`src/rtl/mem_arb_pkg.sv`:
```
// Shared types and constants for the two-port memory arbiter.
// Port indices double as the last_owner / rd_owner encoding.
package mem_arb_pkg;

    typedef enum logic [1:0] {
        SHARED = 2'd0,
        DRAIN  = 2'd1,
        OWNED  = 2'd2
    } arb_state_t;

    localparam logic P_DBG = 1'b0;
    localparam logic P_CPU = 1'b1;

endpackage

```
`src/rtl/sat_counter.sv`:
```
// Saturating up-counter with a synchronous clear that wins over increment.
module sat_counter #(
    parameter int WIDTH = 16
) (
    input  logic             clk,
    input  logic             rst_n,
    input  logic             inc_i,
    input  logic             clr_i,
    output logic [WIDTH-1:0] cnt_o
);

    logic [WIDTH-1:0] cnt_q;
    logic [WIDTH-1:0] cnt_d;

    // next count: clear first, then increment unless already all-ones
    always_comb begin
        cnt_d = cnt_q;
        if (clr_i) begin
            cnt_d = {WIDTH{1'b0}};
        end else if (inc_i && (cnt_q != {WIDTH{1'b1}})) begin
            cnt_d = cnt_q + {{(WIDTH-1){1'b0}}, 1'b1};
        end else begin
            cnt_d = cnt_q;
        end
    end

    // count register
    always_ff @(posedge clk or negedge rst_n) begin
        if (!rst_n) begin
            cnt_q <= {WIDTH{1'b0}};
        end else begin
            cnt_q <= cnt_d;
        end
    end

    assign cnt_o = cnt_q;

endmodule

```
`src/rtl/mem_port_arbiter.sv`:
```
// Shares the single-port word memory between the debug port (p0) and the CPU port (p1):
// round-robin arbitration, a lock handshake for exclusive debug ownership, 1-cycle read return.
module mem_port_arbiter
    import mem_arb_pkg::*;
#(
    parameter int ADDR_WIDTH = 10,
    parameter int DATA_WIDTH = 32,
    parameter int STAT_WIDTH = 16
) (
    input  logic                  clk,
    input  logic                  rst_n,
    input  logic                  p0_req,
    input  logic                  p0_we,
    input  logic [ADDR_WIDTH-1:0] p0_addr,
    input  logic [DATA_WIDTH-1:0] p0_wdata,
    output logic                  p0_gnt,
    output logic                  p0_rvalid,
    output logic [DATA_WIDTH-1:0] p0_rdata,
    input  logic                  p1_req,
    input  logic                  p1_we,
    input  logic [ADDR_WIDTH-1:0] p1_addr,
    input  logic [DATA_WIDTH-1:0] p1_wdata,
    output logic                  p1_gnt,
    output logic                  p1_rvalid,
    output logic [DATA_WIDTH-1:0] p1_rdata,
    input  logic                  lock_req,
    output logic                  lock_ack,
    input  logic                  clr_stats,
    output logic [STAT_WIDTH-1:0] cpu_wait_cnt,
    output logic                  mem_en,
    output logic                  mem_we,
    output logic [ADDR_WIDTH-1:0] mem_addr,
    output logic [DATA_WIDTH-1:0] mem_wdata,
    input  logic [DATA_WIDTH-1:0] mem_rdata
);

    arb_state_t state_q, state_d;
    logic       last_owner_q, last_owner_d;
    logic       rd_pend_q, rd_pend_d;
    logic       rd_owner_q, rd_owner_d;
    logic       lock_ack_q, lock_ack_d;
    logic       gnt0_s, gnt1_s;

    // grant decision and state transitions; no grant in the cycle SHARED sees lock_req
    always_comb begin
        gnt0_s  = 1'b0;
        gnt1_s  = 1'b0;
        state_d = state_q;
        case (state_q)
            SHARED: begin
                if (lock_req) begin
                    state_d = DRAIN;
                end else if (p0_req && p1_req) begin
                    gnt0_s = (last_owner_q == P_CPU);
                    gnt1_s = (last_owner_q == P_DBG);
                end else begin
                    gnt0_s = p0_req;
                    gnt1_s = p1_req;
                end
            end
            DRAIN: begin
                if (!rd_pend_q) begin
                    state_d = lock_req ? OWNED : SHARED;
                end else begin
                    state_d = DRAIN;
                end
            end
            OWNED: begin
                gnt0_s = p0_req;
                if (!lock_req) begin
                    state_d = SHARED;
                end else begin
                    state_d = OWNED;
                end
            end
            default: begin
                state_d = SHARED;
            end
        endcase
    end

    // round-robin history and read-return bookkeeping; leaving OWNED hands the next tie to the CPU
    always_comb begin
        last_owner_d = last_owner_q;
        if (gnt0_s) begin
            last_owner_d = P_DBG;
        end else if (gnt1_s) begin
            last_owner_d = P_CPU;
        end else if ((state_q == OWNED) && !lock_req) begin
            last_owner_d = P_DBG;
        end else begin
            last_owner_d = last_owner_q;
        end
        rd_pend_d  = (gnt0_s && !p0_we) || (gnt1_s && !p1_we);
        rd_owner_d = rd_pend_d ? gnt1_s : rd_owner_q;
        lock_ack_d = (state_d == OWNED);
    end

    // arbiter state registers
    always_ff @(posedge clk or negedge rst_n) begin
        if (!rst_n) begin
            state_q      <= SHARED;
            last_owner_q <= P_CPU;
            rd_pend_q    <= 1'b0;
            rd_owner_q   <= P_DBG;
            lock_ack_q   <= 1'b0;
        end else begin
            state_q      <= state_d;
            last_owner_q <= last_owner_d;
            rd_pend_q    <= rd_pend_d;
            rd_owner_q   <= rd_owner_d;
            lock_ack_q   <= lock_ack_d;
        end
    end

    // memory-side mux of the granted port, zero when idle
    always_comb begin
        mem_en    = gnt0_s || gnt1_s;
        mem_we    = 1'b0;
        mem_addr  = {ADDR_WIDTH{1'b0}};
        mem_wdata = {DATA_WIDTH{1'b0}};
        if (gnt0_s) begin
            mem_we    = p0_we;
            mem_addr  = p0_addr;
            mem_wdata = p0_wdata;
        end else if (gnt1_s) begin
            mem_we    = p1_we;
            mem_addr  = p1_addr;
            mem_wdata = p1_wdata;
        end else begin
            mem_we    = 1'b0;
            mem_addr  = {ADDR_WIDTH{1'b0}};
            mem_wdata = {DATA_WIDTH{1'b0}};
        end
    end

    assign p0_gnt    = gnt0_s;
    assign p1_gnt    = gnt1_s;
    assign lock_ack  = lock_ack_q;
    assign p0_rvalid = rd_pend_q && (rd_owner_q == P_DBG);
    assign p1_rvalid = rd_pend_q && (rd_owner_q == P_CPU);
    assign p0_rdata  = p0_rvalid ? mem_rdata : {DATA_WIDTH{1'b0}};
    assign p1_rdata  = p1_rvalid ? mem_rdata : {DATA_WIDTH{1'b0}};

    sat_counter #(
        .WIDTH (STAT_WIDTH)
    ) u_cpu_wait (
        .clk   (clk),
        .rst_n (rst_n),
        .inc_i (p1_req && !gnt1_s),
        .clr_i (clr_stats),
        .cnt_o (cpu_wait_cnt)
    );

endmodule

```
`config.mk`:
```
export PLATFORM = sky130hd
export DESIGN_NAME = mem_port_arbiter
export DESIGN_NICKNAME = d
export VERILOG_FILES = /design/src/rtl/mem_arb_pkg.sv /design/src/rtl/sat_counter.sv /design/src/rtl/mem_port_arbiter.sv
export SDC_FILE = /design/constraint.sdc
export NUM_CORES = 1
export LEC_CHECK = 0
export CAP_MARGIN = 30
export CORE_AREA = 2 2 99 101
export CTS_CLUSTER_DIAMETER = 150
export CTS_CLUSTER_SIZE = 25
export DETAILED_ROUTE_END_ITERATION = 8
export DIE_AREA = 0 0 101 103
export PLACE_DENSITY = 0.72
export RECOVER_POWER = 100
export SYNTH_ARGS = -nofsm -noshare
export SYNTH_HDL_FRONTEND = slang
export SYNTH_SLANG_ARGS = --single-unit
```
`constraint.sdc`:
```
create_clock -name clk -period 2.3 [get_ports clk]
set_input_delay 0.23 -clock clk [delete_from_list [all_inputs] [get_ports clk]]
set_output_delay 0.23 -clock clk [all_outputs]
set_load 0.1 [all_outputs]
```
==> run summary <==
The maximum net fanout on the critical path is 47. The via density per instance came out at 5.04. The horizontal die dimension is 101 µm.

The layout filler cell count is 795. The aggregate routed wire length is 12000 µm. The final antenna diode count came out at 0.

Counting instances in the post-synthesis netlist gives the leading cell types as sky130_fd_sc_hd__a22o_1, sky130_fd_sc_hd__and2_1, sky130_fd_sc_hd__and3_1, sky130_fd_sc_hd__clkbuf_1, sky130_fd_sc_hd__dfrtp_1. The buffers plus inverters on the worst setup path came out at 3. During placement, the flow inserted port buffers numbering 252. The flow ran to the end, and the final reports show no timing, DRC or antenna violations. The total leakage power came out at 2.45 nW.

The maximum count of clock buffers along a single path came out at 2. In this run the number of cells on the critical path is 6. Entering global routing, the biggest net connects 48 pins. The cell internal power dissipation is 1.87 mW. Summing internal, switching and leakage power gives 4.42 mW. The number of detailed-routing iterations run before antenna repair came out at 4. In this design, the critical path's most frequently occurring cell is sky130_fd_sc_hd__buf_12. The tree is rooted in a sky130_fd_sc_hd__clkbuf_8. The most frequent cell after synthesis is sky130_fd_sc_hd__a22o_1. The area of the multi-input gates came out at 1560 µm². Clock-pin slew was measured on the worst setup and hold paths at 0.08 ns. The number of buffers inserted for hold repair after clock tree synthesis is 0.

At the worst endpoint, the arrival time is 2.01 ns. The aggregate global routing overflow is 0. Summed over all instances, the cell type with the most area after synthesis is sky130_fd_sc_hd__dfrtp_1.

The detailed-route DRC error count is 0. The proportion of power drawn by combinational gates is 82.9%. For this design the ratio of total power to cell area is 784 nW/µm².

Setup repair after global routing could not meet its margin everywhere. The sequential-to-total area share from yosys stat came out at 26.5%. Global routing used 21.2% of the available tracks across all layers. Setup slack on the critical path of the routed design comes to 0.0595 ns. The startpoint of the worst-slack reg-to-reg timing path is last_owner_q. The endpoint identified for the worst register-to-register timing path is u_cpu_wait.cnt_o[9].

Dividing the detail-routed wire length by the instance count gives 19.4 µm. The number of rows created at floorplan is 36. The slowest stage of the critical path is the sky130_fd_sc_hd__clkdlybuf4s50_1 cell. The final max-slew violation count was 0. The count of mapped cells out of synthesis is 256. The post-place setup slack is -0.0358 ns.

The routed layout has 3113 vias. In this run, flip-flops and latches consume 10.8% of the power. The detail route stage leaves a number of antenna-violating nets equal to 0.

The worst register-to-register path has a setup slack of 0.15 ns. In the post-synthesis netlist, the biggest area contributors are sky130_fd_sc_hd__dfrtp_1, sky130_fd_sc_hd__a22o_1, sky130_fd_sc_hd__and2_1. The worst setup path is captured at an output port. The launch point of the worst path is p0_req. The I/O pin count came out at 253.

The maximum achievable frequency came out at 446 MHz. The share of async-settable or async-resettable flops after synthesis is 100%. The later pin in the worst-skew pair is clocked with a latency of 0.26 ns. The die span in y came out at 103 µm.

The post-synthesis to final-layout area growth came out at 171%. For this run, the leading register cell type out of synthesis is sky130_fd_sc_hd__dfrtp_1. Synthesis instantiated 39 different standard cells from the library. The via count of the first global-routing pass was 3233.

Following the worst setup path forward leads to its endpoint at mem_wdata[26]. The HPWL after detailed placement is 9290 µm. The wire length of the first global-routing pass is 17300 µm. After synthesis the netlist holds a flip-flop and latch count of 22. The type of element launching the critical path is an input port. The global placer's final weighted congestion is 0.843. The kind of critical path is input port to output port. The post-synthesis area per instance is 8.13 µm². Of the total power, the clock network draws 6.3%. The post-synthesis cell area is 2080 µm².

In this run switching power makes up 57.6% of total power. Between clock sinks in the finished design, the worst skew comes to 0.00792 ns. The clock period minus worst slack is 2.24 ns. The net count after synthesis is 381. The transition time at the pin with the least slew margin came out at 1.21 ns.

The area taken by flip-flops and latches is 577 µm². The number of buffers created by CTS is 3. The final number of hold-violating endpoints was 0. For this design the total switching power over the nets is 2.55 mW. Yosys printed 0 warnings. The kind of cell with the highest combined delay along the critical path is buffers and inverters.

Max-cap violations in this run came to 0. The final layout contains 630 nets. The share of synthesized area in the top cell type comes to 25.2%. The data required time at the worst endpoint is 2.07 ns.

The deepest level of the CTS H-tree came out at 1. The final period utilization came out at 97.4%. The worst min-delay path category is input port to flip-flop.

The worst pin sits at a relative slew slack of 19.3%. The number of failing setup endpoints in the final timing report is 0. The signal on the critical path passes through clkdlybuf4s50_1, a2111oi_4, and2_2, buf_12, a22o_2, buf_12. The starting utilization of the core area came out at 22.0%.

The number of clock sinks is 22. The floorplan step defined a die boundary enclosing 10400 µm². The peak ir drop on the vdd network is 731 µV. The cell depth of the worst flop-to-flop path came out at 4. For this block, the initial DRC count from the detailed router was 87.

The synthesized design contains 0 enable-type register cells. TritonCTS built the clock tree. The initial antenna violation count came out at 0. The count of cells along the worst hold path came out at 3. The placeable core area came out at 9460 µm². Of the cells placed in the final design, the portion with a size suffix greater than 1 is 41.1%. The longest individual stage delay on the worst path is 0.48 ns.
==> cells in the final DEF (no fill, tap or decap), types with 2 or more instances in the layout <==
cell type,count
sky130_fd_sc_hd__dfrtp_4,2
sky130_fd_sc_hd__clkbuf_8,4
sky130_fd_sc_hd__a22o_4,12
sky130_fd_sc_hd__clkdlybuf4s50_1,120
sky130_fd_sc_hd__nor2_1,9
sky130_fd_sc_hd__dlygate4sd2_1,2
sky130_fd_sc_hd__and3_1,34
sky130_fd_sc_hd__a21oi_1,14
sky130_fd_sc_hd__a22o_2,31
sky130_fd_sc_hd__nand4_1,4
sky130_fd_sc_hd__o41ai_1,3
sky130_fd_sc_hd__o311ai_0,2
sky130_fd_sc_hd__or3_1,2
sky130_fd_sc_hd__mux2i_1,3
sky130_fd_sc_hd__nand2_1,6
sky130_fd_sc_hd__clkbuf_2,33
sky130_fd_sc_hd__nor4_1,2
sky130_fd_sc_hd__o21ai_0,5
sky130_fd_sc_hd__dfrtp_1,5
sky130_fd_sc_hd__or2_2,3
sky130_fd_sc_hd__mux2_2,2
sky130_fd_sc_hd__nor2b_1,3
sky130_fd_sc_hd__or4_1,7
sky130_fd_sc_hd__and2_1,33
sky130_fd_sc_hd__buf_4,10
sky130_fd_sc_hd__inv_1,5
sky130_fd_sc_hd__nand3_1,5
sky130_fd_sc_hd__o31ai_1,8
sky130_fd_sc_hd__dfrtp_2,14
sky130_fd_sc_hd__buf_12,83
sky130_fd_sc_hd__clkbuf_1,18
==> worst min-delay path: stages <==
cell	delay [ns]
sky130_fd_sc_hd__dlygate4sd2_1	0.31
sky130_fd_sc_hd__nand2b_4	0.10
sky130_fd_sc_hd__o41ai_1	0.06
==> power groups by stage <==
stage	sequential, mW	clock (mW)	combinational, mW
floorplan	0.535	0	2.19
finish	0.478	0.280	3.66
CTS	0.478	0.291	3.80
global placement	0.472	0	3.69
global route	0.484	0.309	3.78
detailed placement	0.477	0	3.70
==> cells by family after synthesis <==
family          share of synthesized area (%)
simple gates                             34.6
compound gates                           29.0
buf+inv                                  6.73
flops                                    26.5
mux                                      2.52
fa+ha+maj                               0.601
==> per-stage QoR <==
stage / std cells / hold slack [ns] / cell area [µm²] / setup TNS [ns] / util (%)
after floorplan: 256 / -0.0656 / 2200 / -0.610 / -
after global placement: 608 / 0.489 / 5940 / -0.0485 / 62.8
after detailed placement: 608 / 0.505 / 5940 / -0.131 / 62.8
after CTS: 617 / 0.311 / 6120 / 0 / 64.7
after global routing: 618 / 0.452 / 5640 / -0.792 / 59.6
final: 618 / 0.446 / 5640 / 0 / 59.6
==> area by class of cell <==
| type | count | share of cell area [%] |
|---|---|---|
| repair buffers | 271 | 58.2 |
| multi-input cells | 202 | 27.7 |
| flip-flops and latches | 22 | 10.2 |
| well taps | 114 | 2.53 |
| clock buffers | 4 | 0.976 |
| inverters | 5 | 0.333 |
==> per-layer routing <==
layer	GRT usage (%)	wire, µm	vias up
li1	-	-	1467
met1	25.4	4510	1498
met2	37.8	6290	135
met3	6.92	1060	13
met4	3.33	145	0
met5	0	0	-
==> worst min path at each step <==
| stage | end | from |
|---|---|---|
| after floorplan | lock_ack | rst_n |
| after global placement | last_owner_q | last_owner_q |
| after detailed placement | u_cpu_wait.cnt_o[10] | u_cpu_wait.cnt_o[10] |
| after CTS | u_cpu_wait.cnt_o[1] | rst_n |
| after global routing | last_owner_q | p1_req |
| final | last_owner_q | p1_req |
==> what timing repair did <==
| item | in CTS | in global routing |
|---|---|---|
| resized for setup | 9 | 5 |
| buffers inserted | 3 | 0 |
| endpoints found under the setup margin | 33 | 44 |
| cloned | 2 | 2 |
| pin swaps | 2 | 1 |
==> sequential cells by signal, indices dropped and copies added (netlist names) <==
name              flops
last_owner_q          1
u_cpu_wait.cnt_o     16
state_q               2
rd_owner_q            1
lock_ack              1
rd_pend_q             1
Power figures use the tool's default switching activity.
